==> config.mk <==
export PLATFORM = sky130hd
export DESIGN_NAME = fc_addr_sequencer
export DESIGN_NICKNAME = d
export VERILOG_FILES = /design/src/rtl/fc_pkg.sv /design/src/rtl/fc_wr_mask_gen.sv /design/src/rtl/fc_addr_sequencer.sv
export SDC_FILE = /design/constraint.sdc
export NUM_CORES = 1
export LEC_CHECK = 0
export ABC_AREA = 1
export CORE_ASPECT_RATIO = 1.75
export CORE_UTILIZATION = 48
export DETAILED_ROUTE_END_ITERATION = 8
export GPL_TIMING_DRIVEN = 0
export PLACE_DENSITY_LB_ADDON = 0.12
export SKIP_CTS_REPAIR_TIMING = 1
export SLEW_MARGIN = 20
export SYNTH_ARGS = -nofsm -noshare
export SYNTH_HDL_FRONTEND = slang
export SYNTH_SLANG_ARGS = --single-unit
==> constraint.sdc <==
create_clock -name clk -period 2 [get_ports clk]
set_input_delay 0.4 -clock clk [delete_from_list [all_inputs] [get_ports clk]]
set_output_delay 0.4 -clock clk [all_outputs]
set_load 0.02 [all_outputs]
==> src/rtl/fc_pkg.sv <==
// rtl/fc_pkg.sv - shared types and width helpers for the fully-connected address sequencer
package fc_pkg;

  typedef enum logic [1:0] {
    ST_IDLE = 2'd0,
    ST_RUN  = 2'd1,
    ST_DONE = 2'd2,
    ST_ERR  = 2'd3
  } state_t;

  // Width of an address bus that must index v entries; never narrower than one bit.
  function automatic int clog2_min1(input int v);
    return (v <= 1) ? 1 : $clog2(v);
  endfunction

  function automatic int rows_of(input int in_max, input int pack);
    return in_max / pack;
  endfunction

  function automatic int bytes_of(input int dwidth);
    return dwidth / 8;
  endfunction

  // Byte-enable bit bit_idx of a RAM row is set when it falls inside lane 'lane'.
  function automatic logic lane_en(input int unsigned bit_idx, input int unsigned lane,
                                   input int unsigned be);
    return (bit_idx >= lane * be) && (bit_idx < (lane + 1) * be);
  endfunction

endpackage

==> src/rtl/fc_wr_mask_gen.sv <==
// rtl/fc_wr_mask_gen.sv - input-RAM write pointer and rotating byte-enable generator
module fc_wr_mask_gen
  import fc_pkg::*;
#(
  parameter int PACK = 4,
  parameter int BE   = 2,
  parameter int ROWS = 16,
  parameter int DAW  = 4
) (
  input  logic                 clk,
  input  logic                 nreset,
  input  logic                 clear,
  input  logic                 wr_fire,
  output logic [PACK*BE-1:0]   we_data,
  output logic [DAW-1:0]       addr_wr
);

  localparam int LW = clog2_min1(PACK);
  localparam logic [DAW-1:0] ROW_LAST  = DAW'(ROWS - 1);
  localparam logic [LW-1:0]  LANE_LAST = LW'(PACK - 1);

  logic [DAW-1:0]     wr_row;
  logic [LW-1:0]      lane;
  logic [PACK*BE-1:0] mask;

  always_comb begin
    mask = '0;
    for (int unsigned i = 0; i < PACK * BE; i++) begin
      mask[i] = lane_en(i, 32'(lane), BE);
    end
  end

  // Each full pass over the rows moves the write to the next element lane.
  always_ff @(posedge clk or negedge nreset) begin
    if (!nreset) begin
      wr_row  <= '0;
      lane    <= '0;
      we_data <= '0;
      addr_wr <= '0;
    end else if (clear) begin
      wr_row  <= '0;
      lane    <= '0;
      we_data <= '0;
    end else if (wr_fire) begin
      we_data <= mask;
      addr_wr <= wr_row;
      if (wr_row == ROW_LAST) begin
        wr_row <= '0;
        lane   <= (lane == LANE_LAST) ? '0 : lane + 1'b1;
      end else begin
        wr_row <= wr_row + 1'b1;
      end
    end else begin
      we_data <= '0;
    end
  end

endmodule

==> src/rtl/fc_addr_sequencer.sv <==
// rtl/fc_addr_sequencer.sv - FC layer sequencer: input-RAM load, then multi-port data/weight/bias reads
module fc_addr_sequencer
  import fc_pkg::*;
#(
  parameter int DWIDTH  = 16,
  parameter int PACK    = 4,
  parameter int PORTS   = 2,
  parameter int IN_MAX  = 64,
  parameter int OUT_MAX = 10,
  localparam int ROWS   = rows_of(IN_MAX, PACK),
  localparam int BE     = bytes_of(DWIDTH),
  localparam int DAW    = clog2_min1(ROWS),
  localparam int WAW    = clog2_min1(ROWS * OUT_MAX),
  localparam int BAW    = clog2_min1(OUT_MAX)
) (
  input  logic                 clk,
  input  logic                 nreset,
  input  logic                 wr_en,
  output logic                 wr_ready,
  output logic [PACK*BE-1:0]   we_data,
  output logic [DAW-1:0]       addr_wr,
  input  logic                 start,
  input  logic [DAW:0]         cfg_rows,
  input  logic [BAW:0]         cfg_outs,
  input  logic                 acc_ready,
  output logic                 re_data,
  output logic                 re_weight,
  output logic                 re_bias,
  output logic [PORTS*DAW-1:0] addr_data,
  output logic [PORTS*WAW-1:0] addr_weight,
  output logic [BAW-1:0]       addr_bias,
  output logic                 rd_valid,
  output logic [PORTS-1:0]     rd_lane_vld,
  output logic                 rd_first,
  output logic                 rd_last,
  output logic                 busy,
  output logic                 done,
  output logic                 cfg_err
);

  localparam logic [DAW:0] ROWS_W = (DAW+1)'(ROWS);
  localparam logic [BAW:0] OUTS_W = (BAW+1)'(OUT_MAX);

  state_t         state, state_nx;
  logic [DAW:0]   row;
  logic [BAW-1:0] neuron;
  logic [WAW-1:0] wbase;
  logic [DAW:0]   cfg_rows_q;
  logic [BAW:0]   cfg_outs_q;
  logic [DAW+1:0] row_end;
  logic           run, idle, cfg_ok, wr_fire, start_fire, run_go;
  logic           consume, last_beat, last_neuron;

  assign run         = (state == ST_RUN);
  assign idle        = (state == ST_IDLE);
  assign cfg_ok      = (cfg_rows != '0) && (cfg_rows <= ROWS_W) &&
                       (cfg_outs != '0) && (cfg_outs <= OUTS_W);
  assign wr_fire     = idle && wr_en;
  assign start_fire  = idle && !wr_en && start;
  assign run_go      = start_fire && cfg_ok;
  assign consume     = run && acc_ready;
  assign row_end     = {1'b0, row} + (DAW+2)'(PORTS);
  assign last_beat   = row_end >= {1'b0, cfg_rows_q};
  assign last_neuron = {1'b0, neuron} == (cfg_outs_q - 1'b1);

  fc_wr_mask_gen #(
    .PACK (PACK),
    .BE   (BE),
    .ROWS (ROWS),
    .DAW  (DAW)
  ) u_wr_mask_gen (
    .clk     (clk),
    .nreset  (nreset),
    .clear   (run_go),
    .wr_fire (wr_fire),
    .we_data (we_data),
    .addr_wr (addr_wr)
  );

  always_ff @(posedge clk or negedge nreset) begin
    if (!nreset) begin
      state <= ST_IDLE;
    end else begin
      state <= state_nx;
    end
  end

  always_comb begin
    state_nx  = state;
    wr_ready  = 1'b0;
    busy      = 1'b1;
    done      = 1'b0;
    cfg_err   = 1'b0;
    re_data   = 1'b0;
    re_weight = 1'b0;
    re_bias   = 1'b0;
    rd_valid  = 1'b0;
    rd_first  = 1'b0;
    rd_last   = 1'b0;
    case (state)
      ST_IDLE: begin
        wr_ready = 1'b1;
        busy     = 1'b0;
        if (start_fire) begin
          state_nx = cfg_ok ? ST_RUN : ST_ERR;
        end
      end
      ST_RUN: begin
        re_data   = 1'b1;
        re_weight = 1'b1;
        rd_valid  = 1'b1;
        rd_first  = (row == '0);
        re_bias   = (row == '0);
        rd_last   = last_beat;
        if (consume && last_beat && last_neuron) begin
          state_nx = ST_DONE;
        end
      end
      ST_DONE: begin
        done     = 1'b1;
        state_nx = ST_IDLE;
      end
      ST_ERR: begin
        done     = 1'b1;
        cfg_err  = 1'b1;
        state_nx = ST_IDLE;
      end
      default: state_nx = ST_IDLE;
    endcase
  end

  // Weight base steps by cfg_rows per neuron, so n*cfg_rows never needs a multiplier.
  always_ff @(posedge clk or negedge nreset) begin
    if (!nreset) begin
      row        <= '0;
      neuron     <= '0;
      wbase      <= '0;
      cfg_rows_q <= '0;
      cfg_outs_q <= '0;
    end else if (run_go) begin
      row        <= '0;
      neuron     <= '0;
      wbase      <= '0;
      cfg_rows_q <= cfg_rows;
      cfg_outs_q <= cfg_outs;
    end else if (consume) begin
      if (!last_beat) begin
        row <= row + (DAW+1)'(PORTS);
      end else if (!last_neuron) begin
        row    <= '0;
        neuron <= neuron + 1'b1;
        wbase  <= wbase + WAW'(cfg_rows_q);
      end else begin
        row    <= '0;
        neuron <= '0;
        wbase  <= '0;
      end
    end
  end

  assign addr_bias = run ? neuron : '0;

  for (genvar p = 0; p < PORTS; p++) begin : g_port
    logic [DAW:0]   r_p;
    logic [WAW-1:0] w_p;
    logic           vld;

    // r+p keeps the extra bit so row ROWS does not alias back to row 0.
    assign r_p = row + (DAW+1)'(p);
    assign vld = run && (r_p < cfg_rows_q);
    assign w_p = wbase + WAW'(r_p);

    assign rd_lane_vld[p]             = vld;
    assign addr_data[p*DAW +: DAW]    = vld ? r_p[DAW-1:0] : '0;
    assign addr_weight[p*WAW +: WAW]  = vld ? w_p : '0;
  end

endmodule

## After elaboration in Yosys (flattened, before gate mapping)

Cells that the tools add are included.

- Add/subtract/negate cells: 11
- Multiply operators: 0
- Divide/modulo/power cells: 0
- $lt $le $gt $ge: 21
- Equality and inequality tests: 8
- Shifts and indexed selects: 0
- Mux-type cells: 36
- Bitwise logic cells: 1
- Reductions and logical operators: 34

Operators by type and width:

| operator | number |
|---|---|
| 3-bit by 32-bit less-than comparator with 1-bit output (first input constant) | 4 |
| 8-bit 2-to-1 mux | 8 |
| 4-bit 2-to-1 mux | 10 |
| 2-bit by 32-bit less-than comparator with 1-bit output (first input constant) | 1 |
| 8-bit by 5-bit adder with 8-bit output | 3 |
| 1-bit logical AND | 20 |
| 5-bit 2-to-1 mux | 3 |
| 2-bit 2-to-1 mux | 7 |
| 3-bit greater-or-equal comparator (first input constant) | 4 |
| 5-bit less-than comparator | 2 |
| 5-bit nonzero test | 2 |
| 4-bit by 1-bit adder with 4-bit output (second input constant) | 2 |
| 1-bit by 4-bit less-than comparator with 1-bit output (first input constant) | 2 |
| 2-bit AND reduction | 4 |
| 2-bit nonzero test | 4 |
| 1-bit 2-to-1 mux | 7 |
| 5-bit by 2-bit adder with 6-bit output (second input constant) | 1 |
| 2-bit equality test (second input constant) | 3 |
| 1-bit by 3-bit greater-or-equal comparator with 1-bit output (first input constant) | 2 |
| 2-bit by 3-bit greater-or-equal comparator with 1-bit output (first input constant) | 2 |
| 6-bit by 5-bit greater-or-equal comparator with 1-bit output | 1 |
| 2-bit case mux with 3 select lines | 1 |
| 5-bit by 1-bit adder with 5-bit output (second input constant) | 1 |
| 5-bit by 2-bit adder with 5-bit output (second input constant) | 1 |
| 15 further kinds | 16 |

- Flip-flop bits (word level): 47
- Latch bits: 0
- Memory bits (writable): 0
- Memory bits (read-only): 0
- Input port bits: 15
- Output and inout port bits: 52
- Logic and storage cells: 121
- Memories: 0

## Depth between registers and ports, before layout

Gate-level depths: netlist of run 1.

- Depth in word-level cells: 7
- Depth in mapped cells: 15
- Gate-level depth less buffers: 14

## Modules after synthesis

Synthesis of run 1 repeated with hierarchy kept, for this count alone.

- Cells, all modules: 479
- Area total of the unflattened synthesis: 3407.0 um2

By module, submodules not included:

| module | instances | cells an instance | area each (um2) | seq. area each (um2) |
|---|---|---|---|---|
| fc_addr_sequencer | 1 | 406 | 2730.1 | 700.7 |
| fc_wr_mask_gen | 1 | 73 | 676.9 | 350.3 |

## Worst setup path before layout of run 1

OpenSTA, ideal clock, no wires.

- Path kind: register to output
- Start: register row[1]
- End: output rd_last
- Arrival time: 1.808 ns
- Required time: 1.600 ns
- Setup slack: -0.208 ns
- Stages on the path, launching flop included: 10
- Path buffers: 0
- Cells stage by stage: dfrtp_1 > ha_1 > xor2_1 > ha_1 > nand2_1 > inv_1 > nand3_1 > nor2_1 > nor2_4 > nor2_1

- Word-level cells in the longest chain between the ends: 3

RTL lines:

| item | RTL line | source |
|---|---|---|
| from (decl) | fc_addr_sequencer.sv:45 | `logic [DAW:0] row;` |
| from (signal assigned) | fc_addr_sequencer.sv:148 | `row <= row + (DAW+1)'(PORTS);` |
| 5-bit by 2-bit adder with 6-bit output | fc_addr_sequencer.sv:62 | `assign row_end = {1'b0, row} + (DAW+2)'(PORTS);` |
| 6-bit by 5-bit greater-or-equal comparator with 1-bit output | fc_addr_sequencer.sv:63 | `assign last_beat = row_end >= {1'b0, cfg_rows_q};` |
| 1-bit 2-to-1 mux | fc_addr_sequencer.sv:100 | `case (state)` |
| to (decl) | fc_addr_sequencer.sv:35 | `output logic rd_last,` |

No other way between the ends.

## Final worst setup path of run 1

- Start: register row[1]
- End: output addr_weight[15]

- Word-level cells in the longest chain between the ends: 4
- Elaborated cells on any way between the ends: 5
- Those cells by class: add/sub (2); order compare (1); mux (1); reduce/logical (1)

RTL lines:

| item | RTL line | source |
|---|---|---|
| 5-bit by 1-bit adder with 5-bit output | fc_addr_sequencer.sv:169 | `assign r_p = row + (DAW+1)'(p);` |
| 5-bit less-than comparator | fc_addr_sequencer.sv:170 | `assign vld = run && (r_p < cfg_rows_q);` |
| 1-bit logical AND | fc_addr_sequencer.sv:170 |  |
| named net g_port[1].vld | fc_addr_sequencer.sv:166 | `logic vld;` |
| 8-bit 2-to-1 mux | fc_addr_sequencer.sv:175 | `assign addr_weight[p*WAW +: WAW] = vld ? w_p : '0;` |
| to (decl) | fc_addr_sequencer.sv:30 | `output logic [PORTS*WAW-1:0] addr_weight,` |

The timed path passes the listed nets, and every way through them passes these cells.

==> results of run 1 <==
[cell usage after synthesis]
master	instances	area (µm²)
ha_1	33	413
o211ai_1	3	22.5
nand4_1	15	93.8
and2_1	1	6.26
dfrtp_1	43	1080
nor2_2	3	18.8
nand3_2	3	30.0
buf_4	11	82.6
xor2_1	11	96.3
o21ai_0	15	75.1
nor2_1	59	221
dlygate4sd1_1	1	8.76
nand3_1	33	165
xnor2_1	4	35.0
fa_1	2	40.0
nand2_4	1	11.3
inv_1	75	282
conb_1	1	3.75
a21oi_1	15	75.1
o22ai_1	1	6.26
nand2_2	6	37.5
buf_2	3	15.0
nor2_4	3	33.8
clkbuf_1	3	11.3
nand2_1	127	477
buf_6	1	11.3
inv_2	7	26.3
o21ai_1	6	30.0
nor3_1	4	20.0
[layout make-up]
type,count,share of cell area (%)
Buffer,18,3.17
Clock buffer,6,2.55
Clock inverter,2,0.247
Inverter,82,6.28
Multi-Input combinational cell,346,44.5
Sequential cell,43,21.4
Tap cell,84,2.08
Timing Repair Buffer,98,19.5
Timing Repair inverter,1,0.173
[kinds of logic (layout without fill, tap and decap cells)]
family / count (synthesis) / in the layout / share of synthesized area (%)
adders and majority gates: 35 / 35 / 13.2
and+or+nand+nor: 255 / 255 / 32.6
DFF: 43 / 43 / 31.4
xor gates and xnor gates: 15 / 15 / 3.84
other: 1 / 1 / 0.110
AOI/OAI and AO/OA: 40 / 40 / 6.10
buffers and inverters: 101 / 207 / 12.8
[power by group through the flow]
stage                     Clock [mW]  Sequential, mW  Combinational [mW]
after floorplan                    0            1.54                3.37
after global placement             0            1.57                4.63
after detailed placement           0            1.59                4.77
after CTS                      0.819            1.57                4.79
after global routing           0.854            1.62                6.72
final                          0.806            1.58                6.17
[registers in the layout (all words and copies together) (netlist names), 4 cells and up]
register / count
cfg_outs_q: 5
cfg_rows_q: 5
neuron: 4
row: 4
u_wr_mask_gen.addr_wr: 4
u_wr_mask_gen.we_data: 5
u_wr_mask_gen.wr_row: 4
wbase: 8
[per-layer routing]
layer | GRT usage, % | vias up
met3 | 3.50 | 26
met4 | 12.3 | 0
met1 | 24.7 | 1623
met5 | 0 | -
met2 | 44.5 | 92
li1 | - | 1735
[worst paths after layout]
path                                                 startpoint                                   end  slack [ns]
setup / recovery                             row[1]$_DFFE_PN0P_                       addr_weight[15]       -0.56
hold / removal                                           nreset                 neuron[2]$_DFFE_PN0P_       0.003
setup reg to reg                             row[1]$_DFFE_PN0P_                 neuron[2]$_DFFE_PN0P_       -0.40
hold reg to reg            u_wr_mask_gen.addr_wr[1]$_DFFE_PN0P_  u_wr_mask_gen.addr_wr[1]$_DFFE_PN0P_        0.49
max in group asynchronous                                nreset                    row[2]$_DFFE_PN0P_        1.51
min in group clk           u_wr_mask_gen.addr_wr[1]$_DFFE_PN0P_  u_wr_mask_gen.addr_wr[1]$_DFFE_PN0P_        0.49
[metrics by stage]
step	setup TNS [ns]	cells	hold WS, ns
finish	-17.29	680	0.00255
detailed placement	-24.00	640	0.311
global placement	-49.72	639	0.475
floorplan	-0.862	490	0.104
CTS	-33.31	648	0.00493
global route	-20.88	680	0.0175
[worst reg2reg max path, delay by kind of cell, from the launching register on]
kind                     cells  cell delay (ns)
flip-flops                   1             0.46
AND/OR/NAND/NOR              7             0.68
buffers and inverters        5             0.59
XOR/XNOR                     1             0.15
adder cells (fa/ha/maj)      2             0.46
==> impl_metrics.ini, run 1 <==
[status]
status = complete, but fails checks
violations = setup timing

[power_and_ir_drop]
p_per_area_nw_per_um2 = 1690
p_switching_mw = 4.11
power_mw = 8.56
p_clk_share_pct = 9.4
vdd_ir_drop_max_mv = 0.999
p_comb_share_pct = 72.1
p_sw_share_pct = 48.0
p_int_mw = 4.46
power_leakage_nw = 2.66
pwr-share-seq_pct = 18.5

[finish]
regArea_um2 = 1080
multi_input_comb_area_um2 = 2250
layout_common_cells = nand2_1, inv_1, nor2_1, buf_4, dfrtp_1
stdcell_area_um2 = 5060
final_common_cell = nand2_1
area_delta_synth_final_pct = 47.8
final_nets = 645
drive_gt1_share_pct = 29.9
fillerInstances = 528
n_antenna_cell = 0
utilization_pct = 73.8

[grt]
first_global_vias = 3268
antenna_found_initial = 0
overflow = 0
grt_max_degree = 33
grt_pass1_wl_um = 13900
track_usage_pct = 23.9

[routing]
viasPerCell = 5.11
final_antenna_net_count = 0
dr_wl_met3_um = 315
dr_wl_met2_um = 5360
drc = 0
vias = 3476
routed_wl_um = 9540
wl_per_cell_um = 14.0
drtPass1Iterations = 4
drt_iter0_markers = 102
top_layer = met4
m1WireLength_um = 3500

[synthesis]
synth_seq_cells = 43
ys_seq_area_share_pct = 31.4
synth_cells = 490
ys_types = 29
ys_warn_count = 0
avgSynthCellArea_um2 = 6.99
synth_area_um2 = 3420
synth_nets = 540

[floorplan]
start_util_pct = 49.9
core_region_area_um2 = 6860
die_area_um2 = 7490
die_h_um = 114
io_pins = 67
die_x_um = 65.9
fp-row-count = 40

[sta]
min_period_ns = 2.56
rsz0062_at_grt = yes
fin_crit_sh_pct = 128
skew_ns = 0.0101
fmax_mhz = 390
final_hold_viol_count = 0
setup_ws_ns = -0.564
maxSlewViolCount = 0
setup_violations = 42

[worst_setup_path]
critPathSlowestCell = dfrtp_2
worstSetupPathType = register to primary output
worst_setup_path_end_kind = primary output
path_cells = buf_12 -> ha_1 -> nand4_1 -> o211ai_1 -> nor2_4 -> buf_4 -> nand2_1 -> nor2_2 -> buf_4
cp.depth = 9
critical_path_required_ns = 1.60
max_stage_delay_ns = 0.46
path_delay_family = simple AND/OR/NAND/NOR gates
reg2regPathDepth = 15
start_kind = register
critPathMaxFanout = 5
path_common_cell = buf_4
crit_arrival_ns = 2.16
crit_buf_inv = 3

[place]
placed_cell_area_um2 = 4360
dp_hpwl_um = 6550
place.gp.congestion = 0.853
place_ws_ns = -0.853
portBuffers = 65

[cts]
clkSlewWorstSetupHoldPaths_ns = 0.07
ctsLongestPathBuffers = 2
clock_sinks = 43
cts_tree = yes
clock_latency_ns = 0.29
h-tree-depth = 2
clockRootBuffer = clkbuf_16
cts_buffers = 5

[worst_hold_path]
hp-class = input port to asynchronous set/reset pin

[run]
cap_violations = 0
No activity file was read; power rests on OpenSTA's default activity.
==> run 2: changes to the inputs <==
Settings changed: ABC_CLOCK_PERIOD_IN_PS set to 2000, CORE_UTILIZATION 48 to 40.
==> run 2 against run 1 <==
Effect of this change: the run still ends with setup timing left; final cell count is 4.3% higher; critical endpoint is now rd_last; sequential power is essentially flat; routed wire length shrank 4.7%; clock skew is 0.0038 ns lower; first-iteration DRC count up 71%; count of clock-buffer cells in the layout grew 2; register-to-register slack better by 0.12 ns; sequential share of layout area fell by 0.14 points; die area up 19%; flip-flop and latch count unchanged.
==> impl_metrics.ini, run 2 (synthesis gave the netlist of run 1 again) <==
[worst_setup_path]
start_kind = register
path_delay_family = adder cells
worst_setup_path_end_kind = primary output
crit_arrival_ns = 2.13
worstSetupPathType = register to primary output
critical_path_required_ns = 1.60
critPathSlowestCell = dfrtp_2
crit_buf_inv = 3
max_stage_delay_ns = 0.44
critPathMaxFanout = 4
path_cells = buf_6 -> ha_4 -> xor2_2 -> ha_1 -> nand2_1 -> inv_2 -> nand3_2 -> nor2_4 -> nor2_4 -> nor2_2 -> buf_6

[routing]
drc = 0
wl_per_cell_um = 12.8
final_antenna_net_count = 0
drtPass1Iterations = 4
drt_iter0_markers = 174
vias = 3384
routed_wl_um = 9100
viasPerCell = 4.77

[status]
violations = setup timing
status = complete, but fails checks

[finish]
utilization_pct = 61.3
drive_gt1_share_pct = 30.6
final_common_cell = nand2_1
area_delta_synth_final_pct = 48.9
final_nets = 643
fillerInstances = 755
layout_common_cells = nand2_1, inv_1, buf_4
n_antenna_cell = 0
largest-register = wbase
fin_cells = 709
stdcell_area_um2 = 5100
largest_reg_flops = 8

[cts]
cts_buffers = 5
cts_tree = yes
clockRootBuffer = clkbuf_16
clock_sinks = 43
ctsLongestPathBuffers = 2
clkSlewWorstSetupHoldPaths_ns = 0.06
h-tree-depth = 2
clock_latency_ns = 0.29

[sta]
relSlewSlack_pct = 66.6
fin_crit_sh_pct = 126
fmax_mhz = 395
final_hold_viol_count = 0
min_period_ns = 2.53
worst_pin_slew_ns = 0.501
tns_ns = -14.29
skew_ns = 0.00624
setup_violations = 43
setup_ws_ns = -0.530
whs_ns = 0.0751
maxSlewViolCount = 0
rsz0062_at_grt = yes

[place]
placed_cell_area_um2 = 4400
dp_hpwl_um = 6670
place_ws_ns = -0.819
dp.cells = 671
place.gp.congestion = 0.866
portBuffers = 65

[floorplan]
core_region_area_um2 = 8310
die_h_um = 124
die_x_um = 71.9
die_area_um2 = 8950
io_pins = 67
fp-row-count = 44
start_util_pct = 41.2

[power_and_ir_drop]
pwr-share-seq_pct = 18.8
p_int_mw = 4.41
p_sw_share_pct = 47.9
power_leakage_nw = 2.66
p_comb_share_pct = 71.0
power_mw = 8.46
p_per_area_nw_per_um2 = 1660
p_switching_mw = 4.05
p_clk_share_pct = 10.2
vdd_ir_drop_max_mv = 0.720

[run]
cap_violations = 0

[worst_hold_path]
hp-class = input port to asynchronous set/reset pin

[grt]
track_usage_pct = 19.9
grt_max_degree = 25
first_global_vias = 3058
antenna_found_initial = 0
overflow = 0
grt_pass1_wl_um = 14100
-- run 2: cell types whose count changed in the layout (fill, tap and decap cells not counted), sizes merged --
cell,previous run,this run
inv,80,82
clkinv,4,0
clkdlybuf4s50,28,30
clkbuf,10,16
buf,75,67
-- run 2: final timing paths --
kind                                                       from                              endpoint  slack, ns  cells past startpoint
min in group clk           u_wr_mask_gen.addr_wr[2]$_DFFE_PN0P_  u_wr_mask_gen.addr_wr[2]$_DFFE_PN0P_       0.49                      2
hold / removal                                           nreset                    row[1]$_DFFE_PN0P_       0.08                      1
setup / recovery                             row[1]$_DFFE_PN0P_                               rd_last      -0.53                     11
max in group asynchronous                                nreset                  wbase[5]$_DFFE_PN0P_       1.42                      2
hold reg to reg            u_wr_mask_gen.addr_wr[2]$_DFFE_PN0P_  u_wr_mask_gen.addr_wr[2]$_DFFE_PN0P_       0.49                      2
setup reg to reg                             row[1]$_DFFE_PN0P_                 neuron[2]$_DFFE_PN0P_      -0.28                     17
-- run 2: worst reg2reg max path: cells and delay by family (launching register included) --
family | cells | cell delay [ns]
buffers and inverters | 5 | 0.49
xor gates and xnor gates | 1 | 0.15
and+or+nand+nor | 9 | 0.63
DFF | 1 | 0.44
adders and majority gates | 2 | 0.46
-- run 2: area by class of cell --
type | instances | area [µm²] | share of cell area (%)
multi-input combinational | 346 | 2280 | 44.7
clock buffer | 8 | 156 | 3.07
timing repair inverter | 1 | 11.3 | 0.221
tap | 115 | 144 | 2.82
inverter | 82 | 327 | 6.40
buffer | 19 | 168 | 3.29
timing repair buffer | 95 | 927 | 18.2
sequential | 43 | 1090 | 21.3
-- run 2: power groups by stage --
stage / sequential, mW / combinational [mW] / clock [mW]
floorplan: 1.54 / 3.37 / 0
global placement: 1.58 / 4.67 / 0
detailed placement: 1.59 / 4.75 / 0
CTS: 1.58 / 4.78 / 0.881
global route: 1.65 / 6.61 / 0.908
finish: 1.59 / 6.01 / 0.862
-- run 2: routing by layer --
metal,routed length (µm),global-route usage [%],vias to the layer above
met4,301,7.27,0
li1,-,-,1735
met2,5090,38.2,80
met1,3420,21.4,1551
met3,284,2.35,18
met5,0,0,-
==> run 3: changes to the inputs <==
Settings changed: ABC_CLOCK_PERIOD_IN_PS 2000 to 2200.
Clock period 2 ns to 2.2 ns, I/O delays scaled along.
==> run 3 against run 2 <==
Effect of this change: the run still ends with setup timing left; critical path depth stayed put; clock power is 18% lower; worst hold slack better by 0.037 ns; sequential power is 9% lower; combinational power is 14% lower; register-to-register slack better by 0.30 ns; die area stayed put; sequential share of layout area is 0.65 points higher; final area is 3.3% lower; count of clock-buffer cells in the layout is 1 lower; final cell count is 0.14% lower; critical endpoint is now addr_weight[14].
==> impl_metrics.ini, run 3 (synthesis gave the netlist of run 1 again) <==
[cts]
cts_buffers = 5
cts_tree = yes
clock_latency_ns = 0.29
clock_sinks = 43
clkSlewWorstSetupHoldPaths_ns = 0.06
clockRootBuffer = clkbuf_16
h-tree-depth = 2
ctsLongestPathBuffers = 2

[sta]
skew_ns = 0.00339
tns_ns = -7.02
min_period_ns = 2.60
rsz0062_at_grt = yes
setup_ws_ns = -0.395
fin_crit_sh_pct = 118
final_hold_viol_count = 0
setup_violations = 26
maxSlewViolCount = 0
fmax_mhz = 385

[worst_setup_path]
start_kind = register
critical_path_required_ns = 1.76
worst_setup_path_end_kind = primary output
worstSetupPathType = register to primary output
crit_arrival_ns = 2.16
max_stage_delay_ns = 0.41
critPathSlowestCell = dfrtp_2
path_cells = clkinvlp_4 -> buf_6 -> fa_2 -> inv_2 -> nand3_2 -> nand2_2 -> nand2_2 -> a21oi_2 -> xor2_1 -> nor2_2 -> buf_6
critPathMaxFanout = 4

[floorplan]
die_x_um = 71.9
core_region_area_um2 = 8310
die_h_um = 124
start_util_pct = 41.2
fp-row-count = 44
io_pins = 67
die_area_um2 = 8950

[grt]
overflow = 0
first_global_vias = 3026
antenna_found_initial = 0
grt_max_degree = 25
grt_pass1_wl_um = 13600
track_usage_pct = 19.5

[place]
placed_cell_area_um2 = 4240
portBuffers = 65
place_ws_ns = -0.982
place.gp.congestion = 0.863
dp_hpwl_um = 6600

[routing]
viasPerCell = 4.74
vias = 3356
wl_per_cell_um = 12.7
routed_wl_um = 9010
drc = 0
drt_iter0_markers = 59
final_antenna_net_count = 0
drtPass1Iterations = 4

[finish]
n_antenna_cell = 0
drive_gt1_share_pct = 28.7
final_nets = 642
area_delta_synth_final_pct = 44.0
largest_reg_flops = 8
final_common_cell = nand2_1
largest-register = wbase
layout_common_cells = nand2_1, inv_1, buf_4
stdcell_area_um2 = 4930

[status]
violations = setup timing
status = complete, but fails checks

[power_and_ir_drop]
vdd_ir_drop_max_mv = 0.809
power_mw = 7.30
power_leakage_nw = 2.59
p_per_area_nw_per_um2 = 1480

[run]
cap_violations = 0

[worst_hold_path]
hp-class = input port to asynchronous set/reset pin
## run 3: changes by cell type in the layout (fill, tap and decap cells not counted), moves of 3 or more
cell / previous run / this run
dlymetal6s2s_1: 9 / 6
nor2_2: 9 / 21
dfrtp_2: 8 / 5
o21ai_0: 11 / 14
clkbuf_2: 5 / 1
buf_6: 18 / 15
nor2_1: 35 / 38
dfrtp_1: 35 / 38
buf_4: 40 / 51
nor2_4: 21 / 6
## run 3: cell type report
cell class / count / area, µm²
plain buffers: 19 / 150
repair buffers: 95 / 906
clock inverters: 1 / 5.00
well taps: 115 / 144
fillers: 764 / 3380
flip-flops and latches: 43 / 1080
inverters: 82 / 322
multi-input cells: 346 / 2190
clock buffers: 7 / 133
## run 3: per-stage QoR
stage          std cells  hold slack [ns]  util, %
2_1_floorplan        490            0.144        -
3_3_place_gp         670            0.472     50.8
3_5_place_dp         671            0.435     51.0
4_1_cts              679            0.120     52.7
5_1_grt              708            0.152     59.3
6_report             708            0.112     59.3
## run 3: per-layer routing
metal  global-route usage (%)  share of wire, %  routed length, µm
met3                     3.32               3.4                304
met4                     9.57               2.2                197
met2                     36.7                57               5160
met1                     19.9                37               3350
met5                        0                 0                  0
## run 3: power by group
group | leakage (nW) | switching (mW) | total (mW) | internal (mW)
Clock | 0.0679 | 0.290 | 0.710 | 0.419
Combinational | 1.97 | 2.84 | 5.14 | 2.31
Sequential | 0.551 | 0.350 | 1.44 | 1.09
Total | 2.59 | 3.48 | 7.30 | 3.82
## run 3: path summary, 6_finish.rpt
kind                                                   endpoint                                  from  slack, ns  cells after the start
max                                             addr_weight[14]                    row[1]$_DFFE_PN0P_      -0.40                     11
min                        u_wr_mask_gen.addr_wr[1]$_DFFE_PN0P_                                nreset       0.11                      1
max reg2reg                                  row[3]$_DFFE_PN0P_                    row[1]$_DFFE_PN0P_       0.02                     13
min reg2reg                u_wr_mask_gen.addr_wr[2]$_DFFE_PN0P_  u_wr_mask_gen.addr_wr[2]$_DFFE_PN0P_       0.49                      2
max in group asynchronous                 neuron[2]$_DFFE_PN0P_                                nreset       1.59                      2
min in group clk           u_wr_mask_gen.addr_wr[2]$_DFFE_PN0P_  u_wr_mask_gen.addr_wr[2]$_DFFE_PN0P_       0.49                      2
## run 3: critical path, delay by kind of cell, from the launching register on
kind            cells  cell delay [ns]
buf+inv             4             0.51
simple gates        4             0.23
xor+xnor            1             0.19
compound gates      1             0.14
fa+ha+maj           1             0.37
flops               1             0.41
